==> config.mk <==
export PLATFORM = sky130hd
export DESIGN_NAME = aes_stream_mode_engine
export DESIGN_NICKNAME = d
export VERILOG_FILES = /design/src/rtl/aes_mode_pkg.sv /design/src/rtl/aes_chain_unit.sv /design/src/rtl/aes_stream_mode_engine.sv
export SDC_FILE = /design/constraint.sdc
export NUM_CORES = 2
export LEC_CHECK = 0
export BUFFER_PORTS_ARGS = -buffer_cell sky130_fd_sc_hd__buf_2
export CAP_MARGIN = 20
export CORE_MARGIN = 4
export CORE_UTILIZATION = 30
export CTS_BUF_LIST = sky130_fd_sc_hd__clkbuf_4 sky130_fd_sc_hd__clkbuf_8
export CTS_CLUSTER_DIAMETER = 60
export CTS_CLUSTER_SIZE = 30
export DETAILED_ROUTE_END_ITERATION = 6
export GPL_TIMING_DRIVEN = 0
export PLACE_DENSITY_LB_ADDON = 0.12
export RECOVER_POWER = 25
export SLEW_MARGIN = 20
export SYNTH_ARGS = -nofsm -noshare
export SYNTH_HDL_FRONTEND = slang
export SYNTH_SLANG_ARGS = --single-unit
==> constraint.sdc <==
create_clock -name clk -period 3.2 [get_ports clk]
set_input_delay 0.48 -clock clk [delete_from_list [all_inputs] [get_ports clk]]
set_output_delay 0.48 -clock clk [all_outputs]
set_load 0.005 [all_outputs]
==> src/rtl/aes_mode_pkg.sv <==
`default_nettype none
// ============================================================================
// Module   : aes_mode_pkg
// Purpose  : Shared encodings for the streaming AES mode engine: chaining
//            mode codes, FSM states and the default block width.
// Revision : 1.0 - initial release
// ============================================================================
package aes_mode_pkg;

   localparam int unsigned DATA_W_DEF = 128;

   localparam logic [2:0] MODE_ECB = 3'd0;
   localparam logic [2:0] MODE_CBC = 3'd1;
   localparam logic [2:0] MODE_CFB = 3'd2;
   localparam logic [2:0] MODE_OFB = 3'd3;
   localparam logic [2:0] MODE_CTR = 3'd4;

   typedef enum logic [1:0] {
      ST_IDLE   = 2'd0,
      ST_ACCEPT = 2'd1,
      ST_CORE   = 2'd2,
      ST_OUTPUT = 2'd3
   } state_e;

   // Codes 5..7 are reserved and rejected at message start.
   function automatic logic mode_is_valid(input logic [2:0] mode);
      return (mode <= MODE_CTR);
   endfunction

   // Only ECB and CBC run the core in the requested direction; the stream
   // modes always use the forward cipher as a keystream generator.
   function automatic logic mode_uses_dir(input logic [2:0] mode);
      return (mode == MODE_ECB) || (mode == MODE_CBC);
   endfunction

endpackage
`default_nettype wire

==> src/rtl/aes_chain_unit.sv <==
`default_nettype none
// ============================================================================
// Module   : aes_chain_unit
// Purpose  : Chaining register (IV / feedback / counter) with the per-mode
//            core-input and result selection around the AES core.
// Revision : 1.0 - initial release
// ============================================================================
module aes_chain_unit
   import aes_mode_pkg::*;
#(
   parameter int unsigned DATA_W = DATA_W_DEF,
   parameter int unsigned CTR_W  = 32
) (
   input  logic              clk_i,
   input  logic              rst_ni,
   input  logic              load_iv_i,
   input  logic [DATA_W-1:0] iv_i,
   input  logic              update_i,
   input  logic [2:0]        mode_i,
   input  logic              enc_i,
   input  logic [DATA_W-1:0] s_data_i,
   input  logic [DATA_W-1:0] blk_i,
   input  logic [DATA_W-1:0] core_out_i,
   output logic [DATA_W-1:0] core_in_o,
   output logic [DATA_W-1:0] out_o
);

   logic [DATA_W-1:0] chain_q;
   logic [DATA_W-1:0] chain_d;
   logic [DATA_W-1:0] ctr_next;

   // Counter increment wraps inside the low CTR_W bits only.
   generate
      if (CTR_W >= DATA_W) begin : g_ctr_full
         assign ctr_next = chain_q + DATA_W'(1);
      end else begin : g_ctr_part
         assign ctr_next = {chain_q[DATA_W-1:CTR_W], chain_q[CTR_W-1:0] + CTR_W'(1)};
      end
   endgenerate

   // Core input from the incoming block, result from the core output, and
   // the next chain value, all selected by the latched mode.
   always_comb begin
      core_in_o = chain_q;
      out_o     = core_out_i ^ blk_i;
      chain_d   = chain_q;
      case (mode_i)
         MODE_ECB: begin
            core_in_o = s_data_i;
            out_o     = core_out_i;
         end
         MODE_CBC: begin
            if (enc_i) begin
               core_in_o = s_data_i ^ chain_q;
               out_o     = core_out_i;
               chain_d   = core_out_i;
            end else begin
               core_in_o = s_data_i;
               out_o     = core_out_i ^ chain_q;
               chain_d   = blk_i;
            end
         end
         MODE_CFB: chain_d = enc_i ? (core_out_i ^ blk_i) : blk_i;
         MODE_OFB: chain_d = core_out_i;
         MODE_CTR: chain_d = ctr_next;
         default:  chain_d = chain_q;
      endcase
   end

   // Chain register: IV load at message start, update on core completion.
   always_ff @(posedge clk_i or negedge rst_ni) begin
      if (!rst_ni) begin
         chain_q <= '0;
      end else if (load_iv_i) begin
         chain_q <= iv_i;
      end else if (update_i) begin
         chain_q <= chain_d;
      end
   end

endmodule
`default_nettype wire

==> src/rtl/aes_stream_mode_engine.sv <==
`default_nettype none
// ============================================================================
// Module   : aes_stream_mode_engine
// Purpose  : Multi-block ECB/CBC/CFB/OFB/CTR engine between a valid/ready
//            block stream and an external start/done AES core.
// Revision : 1.0 - initial release
// ============================================================================
module aes_stream_mode_engine
   import aes_mode_pkg::*;
#(
   parameter int unsigned DATA_W = DATA_W_DEF,
   parameter int unsigned CTR_W  = 32,
   parameter int unsigned LEN_W  = 16
) (
   input  logic              clk,
   input  logic              reset,
   input  logic              cfg_start,
   input  logic [2:0]        cfg_mode,
   input  logic              cfg_enc_dec,
   input  logic [DATA_W-1:0] cfg_iv,
   input  logic [LEN_W-1:0]  cfg_num_blocks,
   input  logic              s_valid,
   output logic              s_ready,
   input  logic [DATA_W-1:0] s_data,
   output logic              m_valid,
   input  logic              m_ready,
   output logic [DATA_W-1:0] m_data,
   output logic              m_last,
   output logic              core_start,
   output logic              core_enc_dec,
   output logic [DATA_W-1:0] core_in,
   input  logic [DATA_W-1:0] core_out,
   input  logic              core_done,
   output logic              busy,
   output logic              msg_done,
   output logic              err_mode
);

   state_e             state_q;
   logic [2:0]         mode_q;
   logic               enc_q;
   logic [LEN_W-1:0]   remaining_q;
   logic [DATA_W-1:0]  blk_q;
   logic [DATA_W-1:0]  core_in_q;
   logic [DATA_W-1:0]  m_data_q;
   logic               s_ready_q, m_valid_q, m_last_q, core_start_q;
   logic               core_enc_dec_q, busy_q, msg_done_q, err_mode_q;
   logic [DATA_W-1:0]  core_in_d;
   logic [DATA_W-1:0]  out_d;
   logic               load_iv, chain_update;

   assign load_iv      = (state_q == ST_IDLE) && cfg_start && mode_is_valid(cfg_mode);
   assign chain_update = (state_q == ST_CORE) && core_done;

   aes_chain_unit #(
      .DATA_W (DATA_W),
      .CTR_W  (CTR_W)
   ) u_chain (
      .clk_i      (clk),
      .rst_ni     (reset),
      .load_iv_i  (load_iv),
      .iv_i       (cfg_iv),
      .update_i   (chain_update),
      .mode_i     (mode_q),
      .enc_i      (enc_q),
      .s_data_i   (s_data),
      .blk_i      (blk_q),
      .core_out_i (core_out),
      .core_in_o  (core_in_d),
      .out_o      (out_d)
   );

   // Message control FSM with registered handshake and status outputs.
   always_ff @(posedge clk or negedge reset) begin
      if (!reset) begin
         state_q        <= ST_IDLE;
         mode_q         <= MODE_ECB;
         enc_q          <= 1'b0;
         remaining_q    <= '0;
         blk_q          <= '0;
         core_in_q      <= '0;
         m_data_q       <= '0;
         s_ready_q      <= 1'b0;
         m_valid_q      <= 1'b0;
         m_last_q       <= 1'b0;
         core_start_q   <= 1'b0;
         core_enc_dec_q <= 1'b0;
         busy_q         <= 1'b0;
         msg_done_q     <= 1'b0;
         err_mode_q     <= 1'b0;
      end else begin
         core_start_q <= 1'b0;
         msg_done_q   <= 1'b0;
         case (state_q)
            ST_IDLE: begin
               if (cfg_start) begin
                  if (!mode_is_valid(cfg_mode)) begin
                     err_mode_q <= 1'b1;
                  end else begin
                     err_mode_q     <= 1'b0;
                     mode_q         <= cfg_mode;
                     enc_q          <= cfg_enc_dec;
                     remaining_q    <= cfg_num_blocks;
                     core_enc_dec_q <= mode_uses_dir(cfg_mode) ? cfg_enc_dec : 1'b1;
                     if (cfg_num_blocks == '0) begin
                        msg_done_q <= 1'b1;
                     end else begin
                        busy_q    <= 1'b1;
                        s_ready_q <= 1'b1;
                        state_q   <= ST_ACCEPT;
                     end
                  end
               end
            end
            ST_ACCEPT: begin
               if (s_valid) begin
                  s_ready_q    <= 1'b0;
                  blk_q        <= s_data;
                  core_in_q    <= core_in_d;
                  core_start_q <= 1'b1;
                  state_q      <= ST_CORE;
               end
            end
            ST_CORE: begin
               if (core_done) begin
                  m_data_q  <= out_d;
                  m_valid_q <= 1'b1;
                  m_last_q  <= (remaining_q == LEN_W'(1));
                  state_q   <= ST_OUTPUT;
               end
            end
            ST_OUTPUT: begin
               if (m_ready) begin
                  m_valid_q   <= 1'b0;
                  m_last_q    <= 1'b0;
                  remaining_q <= remaining_q - LEN_W'(1);
                  if (remaining_q == LEN_W'(1)) begin
                     msg_done_q <= 1'b1;
                     busy_q     <= 1'b0;
                     state_q    <= ST_IDLE;
                  end else begin
                     s_ready_q <= 1'b1;
                     state_q   <= ST_ACCEPT;
                  end
               end
            end
            default: state_q <= ST_IDLE;
         endcase
      end
   end

   assign s_ready      = s_ready_q;
   assign m_valid      = m_valid_q;
   assign m_data       = m_data_q;
   assign m_last       = m_last_q;
   assign core_start   = core_start_q;
   assign core_enc_dec = core_enc_dec_q;
   assign core_in      = core_in_q;
   assign busy         = busy_q;
   assign msg_done     = msg_done_q;
   assign err_mode     = err_mode_q;

endmodule
`default_nettype wire

==> metrics.md <==
| Metric | Value |
|---|---|
| Worst Setup End Kind | `flip-flop` |
| Vias post-DR | `33500` |
| Area leader, netlist | `dfrtp_1` |
| # rows | `118` |
| Detailed-route DRC error count | `0` |
| Total Power | `0.0409 W` |
| Beginning of the critical path | `state_q[1]` |
| Mapped cell area | `31400 um^2` |
| Part of the cycle the worst path needs | `0.971` |
| Core area | `104000 um^2` |
| Area of the die | `110000 um^2` |
| Share of cells above drive strength 1 | `0.238` |
| Hpwl dp | `120000 um` |
| Worst-Skew Late Latency | `760 ps` |
| H-tree depth | `3` |
| Root buffer cell | `clkbuf_8` |
| Gr ovfl total | `0` |
| Synth warnings | `0` |
| Final setup fails | `0` |
| Min Tclk post-route | `3110 ps` |
| Hold_sp | `core_out[56]` |
| Dpl cells | `5552` |
| Post-layout utilization of the core | `0.398` |
| GRT met2 Usage | `0.462` |
| Syn Area/Cell | `9.01 um^2` |
| Outcome | `finished, violations left` |
| Violated checks | `capacitance limit, slew limit` |
| CP Max Fanout | `11` |
| Final clock skew | `48.9 ps` |
| Gate Count Post-Synth | `3489` |
| Nets@finish | `4928` |
| Area contributors post-synth | `dfrtp_1 43%, o21ai_0 6.2%, mux2_2 4.7%` |
| M3 GR Usage | `0.0788` |
| CTS tree | `done` |
| Post-Syn Nets | `3907` |
| Die W | `332 um` |
| CP Data Arrival Time | `3810 ps` |
| Setup_tns | `0 ps` |
| Max capacitance violation total | `4` |
| EDFF count, synth | `0` |
| Synth cell types | `78` |
| Clock buffer depth | `3` |
| Vias in the first global route | `33400` |
| Final hold slack | `76.8 ps` |
| Pwr dens | `992 nW/um^2` |
| Pin count of the biggest net entering global routing | `89` |
| Starting Density | `0.303` |
| Io pins | `674` |
| Async SR Flop Fraction | `1.00` |
| Slew @ Worst Pin | `2250 ps` |
| DRT Wirelength | `161000 um` |
| Lkg Pwr | `18.2 nW` |
| Post-synth top area share | `0.431` |
| RD Place Congestion | `0.911` |
| Worst reg2reg path endpoint | `u_chain.chain_q[67]` |
| Wire length of the first global-routing pass | `234000 um` |
| Crit Reg-Reg Startpoint | `state_q[1]` |
| Die H | `332 um` |
| Hold Path Class | `in -> reg` |
| CP Class | `reg -> reg` |
| CTS sink count | `542` |
| Fmax | `0.322 GHz` |
| Top_reg_cell synth | `dfrtp_1` |
| Avg WL per Cell | `26.9 um` |
| R2r setup slk | `90 ps` |
| Sequential area share after synthesis | `0.431` |
| Startpoint Class | `flip-flop` |
| Worst rel slew slack | `-0.503` |
| ANT nets after route | `0` |
| Area growth syn-to-layout | `31.2%` |
| Max-slew violations | `340` |
| Initial antenna violation count | `46` |
| Hold depth | `3` |
| Clk slew on worst S/H paths | `130 ps` |
| Most Crowded Layer GR | `met2` |
| CTS Buf Count | `76` |
| Port Buffers | `673` |
| Final hold vios | `0` |
| Worst r2r path cells | `9` |
| GRT Util Overall | `0.282` |
| Worst vdd ir | `0.507 mV` |
| # Post-CTS Setup Buffers | `0` |
| GRT met1 Usage | `0.357` |
| Via density | `5.59` |
| Synth Register Bits | `542` |
| DR iter-0 viols | `3209` |
| Finished Layout Cells | `5988` |
| Drt first pass iters | `6` |
| Req. time, crit path | `3900 ps` |
| CP endpoint | `u_chain.chain_q[67]` |
==> critical path, cell delays in order, from the launching register on <==
cell and delay (ps):
dfrtp_1 420, inv_1 100, ha_1 250, and2_0 170, clkbuf_1 160, nand2_1 350, clkbuf_2 610, clkbuf_1 530
o21ai_0 260, o21ai_1 180
==> registers in the layout (all words and copies together), names as in the netlist <==
register / count
enc_q: 1
blk_q: 128
busy: 1
mode_q: 3
core_enc_dec: 1
remaining_q: 16
m_valid: 1
state_q: 2
core_in: 128
core_start: 1
m_last: 1
m_data: 128
err_mode: 1
u_chain.chain_q: 128
s_ready: 1
msg_done: 1
==> through the flow <==
step / worst slack (ps) / area [um^2]
after floorplan: 1160 / 31400
after global placement: -10960 / 36500
after detailed placement: -1100 / 36800
after CTS: 22.9 / 41200
after global routing: -0.809 / 41200
final: 92.9 / 41300
==> Yosys cell counts, types with 43 or more instances <==
cell      number
dfrtp_1      542
o21ai_0      390
nand2_1      386
o21ai_1      245
clkbuf_1     239
a21oi_1      201
nand3_1      156
a22oi_1      139
a21o_1       134
mux2_2       131
xor2_1       131
a211oi_1     129
a221oi_1      97
a32o_1        96
buf_2         78
nor2_1        43
==> area by class of cell <==
type                       instances  area [um^2]
clock inverter                    52          597
sequential                       542        13600
timing repair buffer             943         6140
antenna                           37         92.6
tap                             1380         1730
buffer                           331         1420
fill                           10700        62500
clock buffer                      87         1180
multi-input combinational       2587        16400
inverter                          29          109
==> repair_timing <==
action	CTS	global route
resized for setup	15	45
hold endpoints to repair	369	0
hold buffers	260	0
endpoints found under the setup margin	218	155
pin swaps	0	0
==> routing by layer <==
layer / wire length, um / vias up
li1: - / 15200
met1: 66500 / 16500
met2: 75700 / 1455
met3: 13700 / 252
met4: 5290 / 20
met5: 131 / -
==> where the power goes <==
group / internal [W] / switching (W)
sequential: 0.00991 / 0.00285
combinational: 0.00826 / 0.0133
clock: 0.00292 / 0.00372
total: 0.0211 / 0.0198
==> logic make-up (layout without fill, tap and decap cells) <==
kind of cell	count (synthesis)	in the layout	synth area share
other	0	37	0
adder cells (fa/ha/maj)	8	8	0.00318
flip-flops	542	542	0.431
AND/OR/NAND/NOR	722	722	0.107
XOR/XNOR	145	145	0.0404
buffers and inverters	360	1442	0.0463
multiplexers	154	154	0.0542
AO/OA/AOI/OAI	1558	1558	0.318
==> how the worst min path moves through the flow <==
stage,end,slack (ps)
after global placement,core_in[43],460
after detailed placement,m_data[109],410
final,m_data[56],80
after floorplan,blk_q[0],180
after CTS,u_chain.chain_q[88],0.6
after global routing,u_chain.chain_q[102],50
==> placed cells by master, fill, tap and decap left out, types with 13 or more instances in the layout <==
cell             n
nor3_1          18
a21o_1         134
a31oi_1         22
o21ai_1        245
diode_2         37
mux2_2         131
inv_1           27
inv_6           14
nor2_1          43
o21ai_0        390
nand4_1         18
dlygate4sd3_1  260
o211ai_1        16
a211oi_1       129
dfrtp_1        542
a22oi_1        139
o22ai_1         13
xor2_1         131
xnor2_1         14
and3_1          17
buf_2          750
nand2_1        384
a221oi_1        97
a21oi_1        200
mux2i_1         23
a32o_1          96
nand3_1        156
clkbuf_2        32
clkbuf_1       205
clkbuf_8        84
No activity file was read; power rests on OpenSTA's default activity.
